## src/rtl/oled_frame_writer.sv

```systemverilog
`default_nettype none
// ============================================================================
// Module   : oled_frame_writer
// Brief    : Scans a paged frame buffer and streams it over 4-wire SPI to an
//            SH1106-class OLED, including panel reset and init commands.
//            Define FRAME_AUTO_EN for continuous back-to-back frame refresh.
// Revision : 1.0 - initial release
// ============================================================================
module oled_frame_writer #(
    parameter int unsigned CLK_DIV    = 2,
    parameter int unsigned RES_CYCLES = 1000,
    parameter int unsigned COLS       = 132,
    parameter int unsigned PAGES      = 8
) (
    input  logic       clk,
    input  logic       rst,
    input  logic       start,
    output logic [7:0] ram_addr_x,
    output logic [7:0] ram_addr_y,
    input  logic [7:0] ram_data,
    output logic       busy,
    output logic       frame_done,
    output logic       oled_sclk,
    output logic       oled_mosi,
    output logic       oled_cs_n,
    output logic       oled_dc,
    output logic       oled_res_n
);

    localparam int DIV_W = (CLK_DIV > 1) ? $clog2(CLK_DIV) : 1;
    localparam logic [DIV_W-1:0] DIV_LAST  = DIV_W'(CLK_DIV - 1);
    localparam logic [7:0]       LAST_COL  = 8'(COLS - 1);
    localparam logic [7:0]       LAST_PAGE = 8'(PAGES - 1);

    typedef enum logic [2:0] {
        S_RES_HOLD = 3'd0,
        S_INIT     = 3'd1,
        S_IDLE     = 3'd2,
        S_PAGE_CMD = 3'd3,
        S_FETCH    = 3'd4,
        S_DATA     = 3'd5,
        S_DONE     = 3'd6
    } state_t;

    state_t           state_q, state_d;
    logic [31:0]      res_cnt_q, res_cnt_d;
    logic             res_phase_q, res_phase_d;
    logic             res_n_q, res_n_d;
    logic [2:0]       idx_q, idx_d;
    logic [7:0]       page_q, page_d;
    logic [7:0]       col_q, col_d;
    logic             fetch_wait_q, fetch_wait_d;
    logic [7:0]       addr_x_q, addr_x_d;
    logic [7:0]       addr_y_q, addr_y_d;

    logic             tx_run_q, tx_run_d;
    logic [DIV_W-1:0] div_q, div_d;
    logic [2:0]       bit_q, bit_d;
    logic [6:0]       shift_q, shift_d;
    logic             sclk_q, sclk_d;
    logic             mosi_q, mosi_d;
    logic             cs_n_q, cs_n_d;
    logic             dc_q, dc_d;

    logic             tx_start;
    logic [7:0]       tx_byte;
    logic             tx_dc;

    function automatic logic [7:0] init_byte(input logic [2:0] i);
        case (i)
            3'd0:    init_byte = 8'hAE;
            3'd1:    init_byte = 8'hA1;
            3'd2:    init_byte = 8'hC8;
            3'd3:    init_byte = 8'h81;
            3'd4:    init_byte = 8'h80;
            default: init_byte = 8'hAF;
        endcase
    endfunction

    always_comb begin
        state_d      = state_q;
        res_cnt_d    = res_cnt_q;
        res_phase_d  = res_phase_q;
        res_n_d      = res_n_q;
        idx_d        = idx_q;
        page_d       = page_q;
        col_d        = col_q;
        fetch_wait_d = fetch_wait_q;
        addr_x_d     = addr_x_q;
        addr_y_d     = addr_y_q;
        tx_start     = 1'b0;
        tx_byte      = 8'h00;
        tx_dc        = 1'b0;

        case (state_q)
            S_RES_HOLD: begin
                res_cnt_d = res_cnt_q + 32'd1;
                if (!res_phase_q) begin
                    if (res_cnt_q == RES_CYCLES) begin
                        res_n_d     = 1'b1;
                        res_phase_d = 1'b1;
                        res_cnt_d   = '0;
                    end
                end else if (res_cnt_q == RES_CYCLES - 1) begin
                    // First init byte launches on the last wait cycle.
                    tx_start  = 1'b1;
                    tx_byte   = init_byte(3'd0);
                    idx_d     = 3'd1;
                    res_cnt_d = '0;
                    state_d   = S_INIT;
                end
            end
            S_INIT: begin
                if (!tx_run_q) begin
                    if (idx_q == 3'd6) begin
                        idx_d   = 3'd0;
                        state_d = S_IDLE;
                    end else begin
                        tx_start = 1'b1;
                        tx_byte  = init_byte(idx_q);
                        idx_d    = idx_q + 3'd1;
                    end
                end
            end
            S_IDLE: begin
                if (start) begin
                    page_d  = 8'd0;
                    col_d   = 8'd0;
                    idx_d   = 3'd0;
                    state_d = S_PAGE_CMD;
                end
            end
            S_PAGE_CMD: begin
                if (!tx_run_q) begin
                    if (idx_q == 3'd3) begin
                        idx_d        = 3'd0;
                        addr_x_d     = col_q;
                        addr_y_d     = page_q;
                        fetch_wait_d = 1'b0;
                        state_d      = S_FETCH;
                    end else begin
                        tx_start = 1'b1;
                        case (idx_q)
                            3'd0:    tx_byte = 8'hB0 | page_q;
                            3'd1:    tx_byte = 8'h00;
                            default: tx_byte = 8'h10;
                        endcase
                        idx_d = idx_q + 3'd1;
                    end
                end
            end
            S_FETCH: begin
                // One cycle of memory read latency before ram_data is valid.
                if (!fetch_wait_q) begin
                    fetch_wait_d = 1'b1;
                end else begin
                    fetch_wait_d = 1'b0;
                    tx_start     = 1'b1;
                    tx_byte      = ram_data;
                    tx_dc        = 1'b1;
                    state_d      = S_DATA;
                end
            end
            S_DATA: begin
                if (!tx_run_q) begin
                    if (col_q != LAST_COL) begin
                        col_d    = col_q + 8'd1;
                        addr_x_d = col_q + 8'd1;
                        addr_y_d = page_q;
                        state_d  = S_FETCH;
                    end else if (page_q != LAST_PAGE) begin
                        col_d   = 8'd0;
                        page_d  = page_q + 8'd1;
                        state_d = S_PAGE_CMD;
                    end else begin
                        state_d = S_DONE;
                    end
                end
            end
            S_DONE: begin
`ifdef FRAME_AUTO_EN
                page_d  = 8'd0;
                col_d   = 8'd0;
                idx_d   = 3'd0;
                state_d = S_PAGE_CMD;
`else
                state_d = S_IDLE;
`endif
            end
            default: state_d = S_RES_HOLD;
        endcase
    end

    // SPI mode 0 byte engine: bit7 with cs_n fall, shift on each sclk fall.
    always_comb begin
        tx_run_d = tx_run_q;
        div_d    = div_q;
        bit_d    = bit_q;
        shift_d  = shift_q;
        sclk_d   = sclk_q;
        mosi_d   = mosi_q;
        cs_n_d   = cs_n_q;
        dc_d     = dc_q;

        if (tx_start) begin
            tx_run_d = 1'b1;
            cs_n_d   = 1'b0;
            sclk_d   = 1'b0;
            mosi_d   = tx_byte[7];
            shift_d  = tx_byte[6:0];
            dc_d     = tx_dc;
            div_d    = '0;
            bit_d    = 3'd0;
        end else if (tx_run_q) begin
            if (div_q == DIV_LAST) begin
                div_d = '0;
                if (!sclk_q) begin
                    sclk_d = 1'b1;
                end else begin
                    sclk_d = 1'b0;
                    if (bit_q == 3'd7) begin
                        tx_run_d = 1'b0;
                        cs_n_d   = 1'b1;
                        mosi_d   = 1'b0;
                    end else begin
                        bit_d   = bit_q + 3'd1;
                        mosi_d  = shift_q[6];
                        shift_d = {shift_q[5:0], 1'b0};
                    end
                end
            end else begin
                div_d = div_q + 1'b1;
            end
        end
    end

    always_ff @(posedge clk) begin
        if (!rst) begin
            state_q      <= S_RES_HOLD;
            res_cnt_q    <= '0;
            res_phase_q  <= 1'b0;
            res_n_q      <= 1'b0;
            idx_q        <= 3'd0;
            page_q       <= 8'd0;
            col_q        <= 8'd0;
            fetch_wait_q <= 1'b0;
            addr_x_q     <= 8'd0;
            addr_y_q     <= 8'd0;
            tx_run_q     <= 1'b0;
            div_q        <= '0;
            bit_q        <= 3'd0;
            shift_q      <= 7'd0;
            sclk_q       <= 1'b0;
            mosi_q       <= 1'b0;
            cs_n_q       <= 1'b1;
            dc_q         <= 1'b0;
        end else begin
            state_q      <= state_d;
            res_cnt_q    <= res_cnt_d;
            res_phase_q  <= res_phase_d;
            res_n_q      <= res_n_d;
            idx_q        <= idx_d;
            page_q       <= page_d;
            col_q        <= col_d;
            fetch_wait_q <= fetch_wait_d;
            addr_x_q     <= addr_x_d;
            addr_y_q     <= addr_y_d;
            tx_run_q     <= tx_run_d;
            div_q        <= div_d;
            bit_q        <= bit_d;
            shift_q      <= shift_d;
            sclk_q       <= sclk_d;
            mosi_q       <= mosi_d;
            cs_n_q       <= cs_n_d;
            dc_q         <= dc_d;
        end
    end

    assign ram_addr_x = addr_x_q;
    assign ram_addr_y = addr_y_q;
    assign busy       = (state_q != S_IDLE);
    assign frame_done = (state_q == S_DONE);
    assign oled_sclk  = sclk_q;
    assign oled_mosi  = mosi_q;
    assign oled_cs_n  = cs_n_q;
    assign oled_dc    = dc_q;
    assign oled_res_n = res_n_q;

endmodule
`default_nettype wire

```

## config.mk

```make
export PLATFORM = sky130hd
export DESIGN_NAME = oled_frame_writer
export DESIGN_NICKNAME = d
export VERILOG_FILES = /design/src/rtl/oled_frame_writer.sv
export SDC_FILE = /design/constraint.sdc
export NUM_CORES = 1
export LEC_CHECK = 0
export ABC_CLOCK_PERIOD_IN_PS = 2900
export CAP_MARGIN = 20
export CORE_MARGIN = 5
export CORE_UTILIZATION = 40
export DETAILED_ROUTE_END_ITERATION = 16
export SYNTH_ARGS = -nofsm -noshare
export SYNTH_HDL_FRONTEND = slang
export SYNTH_SLANG_ARGS = --single-unit
```

## constraint.sdc

```tcl
create_clock -name clk -period 2.9 [get_ports clk]
set_clock_uncertainty 0.2 [all_clocks]
set_input_delay 0.435 -clock clk [delete_from_list [all_inputs] [get_ports clk]]
set_output_delay 0.435 -clock clk [all_outputs]
set_load 0.01 [all_outputs]
```

; ---- After elaboration in Yosys (flattened, before gate mapping)
; Cells that the tools add are included.
[classes]
mux = 87
reduce_logical = 23
addsub = 6
bitwise = 3
n_eq_ne = 31
[op_table]
columns = operator, count
row1 = 8-bit 2-to-1 mux, 22
row2 = 32-bit 2-to-1 mux, 3
row3 = 8-bit case mux with 2 select lines, 5
row4 = "32-bit by 10-bit equality test with 1-bit output, second input constant", 2
row5 = 3-bit 2-to-1 mux, 16
row6 = 7-bit 2-to-1 mux, 5
row7 = 7-bit case mux with 5 select lines, 1
row8 = "32-bit by 1-bit adder with 32-bit output, second input constant", 1
row9 = 8-bit case mux with 4 select lines, 1
row10 = 1-bit 2-to-1 mux, 30
row11 = "2-bit != test, second input constant", 13
row12 = 3-bit case mux with 7 select lines, 1
row13 = "3-bit equality test, second input constant", 6
row14 = "8-bit by 1-bit adder with 8-bit output, second input constant", 2
row15 = 4-bit AND reduction, 4
row16 = 2-bit nonzero test, 7
row17 = "3-bit by 2-bit equality test with 1-bit output, second input constant", 4
row18 = 3-bit case mux with 4 select lines, 1
row19 = 5-bit AND reduction, 2
row20 = 3-bit AND reduction, 3
row21 = 9-bit AND reduction, 1
row22 = "8-bit by 3-bit != test with 1-bit output, second input constant", 1
row23 = "8-bit != test, second input constant", 1
row24 = "3-bit by 1-bit adder with 3-bit output, second input constant", 2
row25 = 12 further kinds, 16
[totals]
elab_cells = 168
input_bits = 11
ff_bits = 89

; ---- Depth between registers and ports, before layout
[logic_depth]
word_depth = 6
depth_mapped = 9

; ---- Worst setup path after synthesis
; Ideal clock, no wire load.
[synth_timing]
kind = reg-to-reg
from = register idx_q[0]
to = register state_q[0]
setup_ns = 0.070
period_less_slack_ns = 2.281
path_stages_with_launch = 8
path_slack_ns = 0.619
n_path_buf = 0
arrival_ns = 2.010
path_cell_list = dfxtp_1 ha_1 ha_1 nand2_1 and3_1 a2111o_1 a2111o_1 a21oi_1
[synth_via]
elab_chain_len = 3
elab_cells_between_ends = 5
cone_classes = 4 x eq/ne / 1 x reduce/logical
[synth_rtl]
columns = item, line
row1 = start: declaration, 49  ; logic [2:0] idx_q, idx_d;
row2 = start signal: assignment, 262  ; idx_q <= idx_d;
row3 = 3-bit by 2-bit equality test with 1-bit output / 3-bit equality test (equally long branches), "135, 115"
row4 = 2-bit != test (no source line), n/a
row5 = 9-bit AND reduction (no source line) *, n/a
row6 = end signal: assignment, 258  ; state_q <= state_d;
row7 = end: declaration, 45  ; state_t state_q, state_d;
; Mark *: on every way between the ends. The rest lies on a longest branch, timed or not.
; A chain may end at the register's enable or synchronous reset.

; ---- Worst setup path in the final report
[layout_timing]
from = register state_q[1]
to = output port busy
[layout_via]
elab_chain_len = 1
[layout_rtl]
columns = item, line
row1 = 3-bit by 2-bit != test with 1-bit output, 281  ; assign busy = (state_q != S_IDLE);
row2 = end: declaration, 21  ; output logic busy,
; No other way between the ends.

==> results.md <==
- Routability cong.: between 0.8 and 0.9
- Met2 routed WL: 4710 um
- DIE WIDTH: around 120 um
- Residual DRC count: 0
- Quantity of hold-fixing buffers added after cts: 0
- Die Ht: 118 um
- Combinational power share: 2.3%
- Area delta synth->final: 18.1%
- Power Density: ~460 nW/um^2
- All-Layer GR Usage: between 10% and 20%
- Root Buffer: clkbuf_16
- Top post-synthesis cells by count: dfxtp_1, nor2_1, a21oi_1, nand2_1, o21ai_0
- Slew of the pin with the lowest slew margin: 0.835 ns
- WL met3: 477 um
- Synth area leader: dfxtp_1
- Avg Cell Area, Syn: 8.43 sq um
- Worst Slack Setup Final: 0.200 ns
- Count leader, synth: dfxtp_1
- Crit path max fanout: 21
- Sum Neg Setup Slack: 0 ns
- Yosys warns: 0
- Max Cap Viol: 0
- Syn Nets: 577
- Cells after Synth: around 550
- Top cell type's share of synthesized area: roughly two fifths
- Slowest stage delay, CP: 0.50 ns
- # resized after CTS: 0
- CTS tree: yes
- Largest net degree at the start of global routing: 31
- Share of layout cells above drive strength 1: 9.54%
- Leak: between 1.5 and 2 nW
- Layout net count: a little over 600
- Post-route ant nets: 0
- I/O pin total: 34
- Clk pwr share: 49.3%
- IO buf count: 33
- WL met1: between 5000 and 6000 um
- N_diodes: 0
- Clk pin slew, worst setup/hold paths: 0.06 ns
- Longest Clk Path Bufs: 2
- Number of synthesized flops with an enable pin: 0
- Via count: 4,094
- Antenna violations before repair: 0
- Die area: between 10,000 and 15,000 sq um
- CP Launch Type: register
- Unrepaired setup endpoints after global routing: false
- HP Class: reg -> reg
- Period utilization: 93.1%
- Setup CP Type: reg -> out
- Gr ovfl total: 0
- Row count: 39
- Sw Ratio: 19.7%
- Dpl hpwl: 7880 um
- Slew Limit Fails: 0
- Outcome: finished clean
- Worst relative slew slack: between 40 and 50%
- Endpoint class of the critical path: output port
- H-tree lvl count: 3
- Final hold vios: 0
- #FFs+latches synth: 89
- Final wirelength: ~11,000 um
- Critical path arrival: 2.07 ns
- Initial DRC Count: 171
- Final min period: 2.70 ns
- Buf+Inv Stages, Crit Path: 2
- Area contributors post-synth: dfxtp_1, a21oi_1, nor2_1
- Final setup fails: 0
- Global-route wire length before repair: 18,900 um
- Overall power after layout: 2.54 mW
- CP Data Required Time: 2.27 ns
- Mapped Area: 4660 sq um
- Yosys cell types: between 60 and 70
- Seq/Total Area, Yosys: approximately two fifths
- Reg power frac: around half
- Async SR Flop Fraction: 0%
- Place WS: 0.343 ns
- Fmax: 0.370 GHz
- Worst skew pair latency: 0.34 ns
- VDD IR max: 329 uV
- TritonRoute pass-1 iters: 4
- Initial Utilization: between 40% and 50%
- Main synth FF type: dfxtp_1
- Pint: 2.04 mW
- Core footprint: 11,400 sq um
- Clock buffer count from CTS: 9
- CP max-delay cell: or3b_2
- Top layer in use: met4
- Switching power: 0.501 mW
- Postcts setup bufs: 0
- WL per Instance: 15.2 um
- Crit path cell chain: buf_4, or3b_2, clkdlybuf4s50_1
- Vias in the first global route: 3,836
- Cell family with most CP delay: buffers and inverters
- Mean number of vias per cell: around 5.6
- CTS sink cnt: 89
## path summary, 6_finish.rpt
path,start,end,slack [ns],cells after the start
max,state_q[1],busy,0.20,3
min,shift_q[0],shift_q[0],0.28,2
max reg2reg,col_q[0],page_q[7],0.32,6
min reg2reg,shift_q[0],shift_q[0],0.28,2
## cells by family (layout without fill, tap and decap cells)
| logic type | after synthesis | after routing | share of synthesized area [%] |
|---|---|---|---|
| multiplexers | 19 | 19 | 4.10 |
| adder cells (fa/ha/maj) | 13 | 13 | 3.49 |
| flip-flops | 89 | 89 | 38.2 |
| buffers and inverters | 53 | 87 | 4.99 |
| XOR/XNOR | 28 | 28 | 5.26 |
| AO/OA/AOI/OAI | 134 | 134 | 18.7 |
| AND/OR/NAND/NOR | 217 | 217 | 25.2 |
## per-layer routing
metal	vias to the layer above	global-route usage, %
met1	1933	22.8
met4	0	6.38
met3	16	4.32
li1	2063	-
met5	-	0
met2	82	23.6
## worst register-to-register path: stages, from the launching register on
cell     delay, ns
dfxtp_1       0.40
ha_1          0.25
or4b_4        0.50
nor2_2        0.17
a21oi_1       0.28
or4_1         0.57
a21oi_1       0.15
## cells in the final DEF (no fill, tap or decap), types with 15 or more instances in the layout
| master | Yosys | layout |
|---|---|---|
| nor2_1 | 56 | 56 |
| nand2_1 | 38 | 38 |
| xor2_1 | 15 | 15 |
| o21ai_0 | 26 | 26 |
| dfxtp_1 | 89 | 89 |
| or3_1 | 21 | 21 |
| mux2i_1 | 18 | 18 |
| buf_4 | 0 | 19 |
| clkdlybuf4s50_1 | 0 | 33 |
| inv_1 | 20 | 20 |
| nand3_1 | 23 | 23 |
| a21oi_1 | 46 | 46 |
## power by group through the flow
| stage | clock [mW] | combinational, mW | sequential [mW] |
|---|---|---|---|
| 6_report | 1.25 | 0.0580 | 1.23 |
| 4_1_cts | 1.29 | 0.0584 | 1.23 |
| 2_1_floorplan | 0 | 0.0300 | 1.26 |
| 3_5_place_dp | 0 | 0.0580 | 1.26 |
| 5_1_grt | 1.34 | 0.0649 | 1.23 |
| 3_3_place_gp | 0 | 0.0582 | 1.26 |
## final cells by class
cell class	instances	area (sq um)
clock buffers	11	253
multi-input cells	411	2660
inverters	20	75.1
well taps	143	179
fillers	1120	5910
clock inverters	3	65.1
repair buffers	53	493
flip-flops and latches	89	1780
## sequential cells by signal (all words and copies together) (netlist names), 3 cells and up
register    cells
res_cnt_q      32
col_q           8
page_q          8
ram_addr_x      8
ram_addr_y      8
shift_q         7
bit_q           3
idx_q           3
state_q         3
## stage by stage
| stage | cell area, sq um | std cells | hold slack (ns) | util (%) |
|---|---|---|---|---|
| after CTS | 5510 | 730 | 0.280 | 48.3 |
| after global routing | 5510 | 730 | 0.307 | 48.3 |
| after floorplan | 4660 | 553 | 0.245 | - |
| after detailed placement | 5190 | 716 | 0.267 | 45.5 |
| final | 5510 | 730 | 0.283 | 48.3 |
| after global placement | 5190 | 716 | 0.259 | 45.5 |
Note: power is estimated with default switching activity, not from simulation.
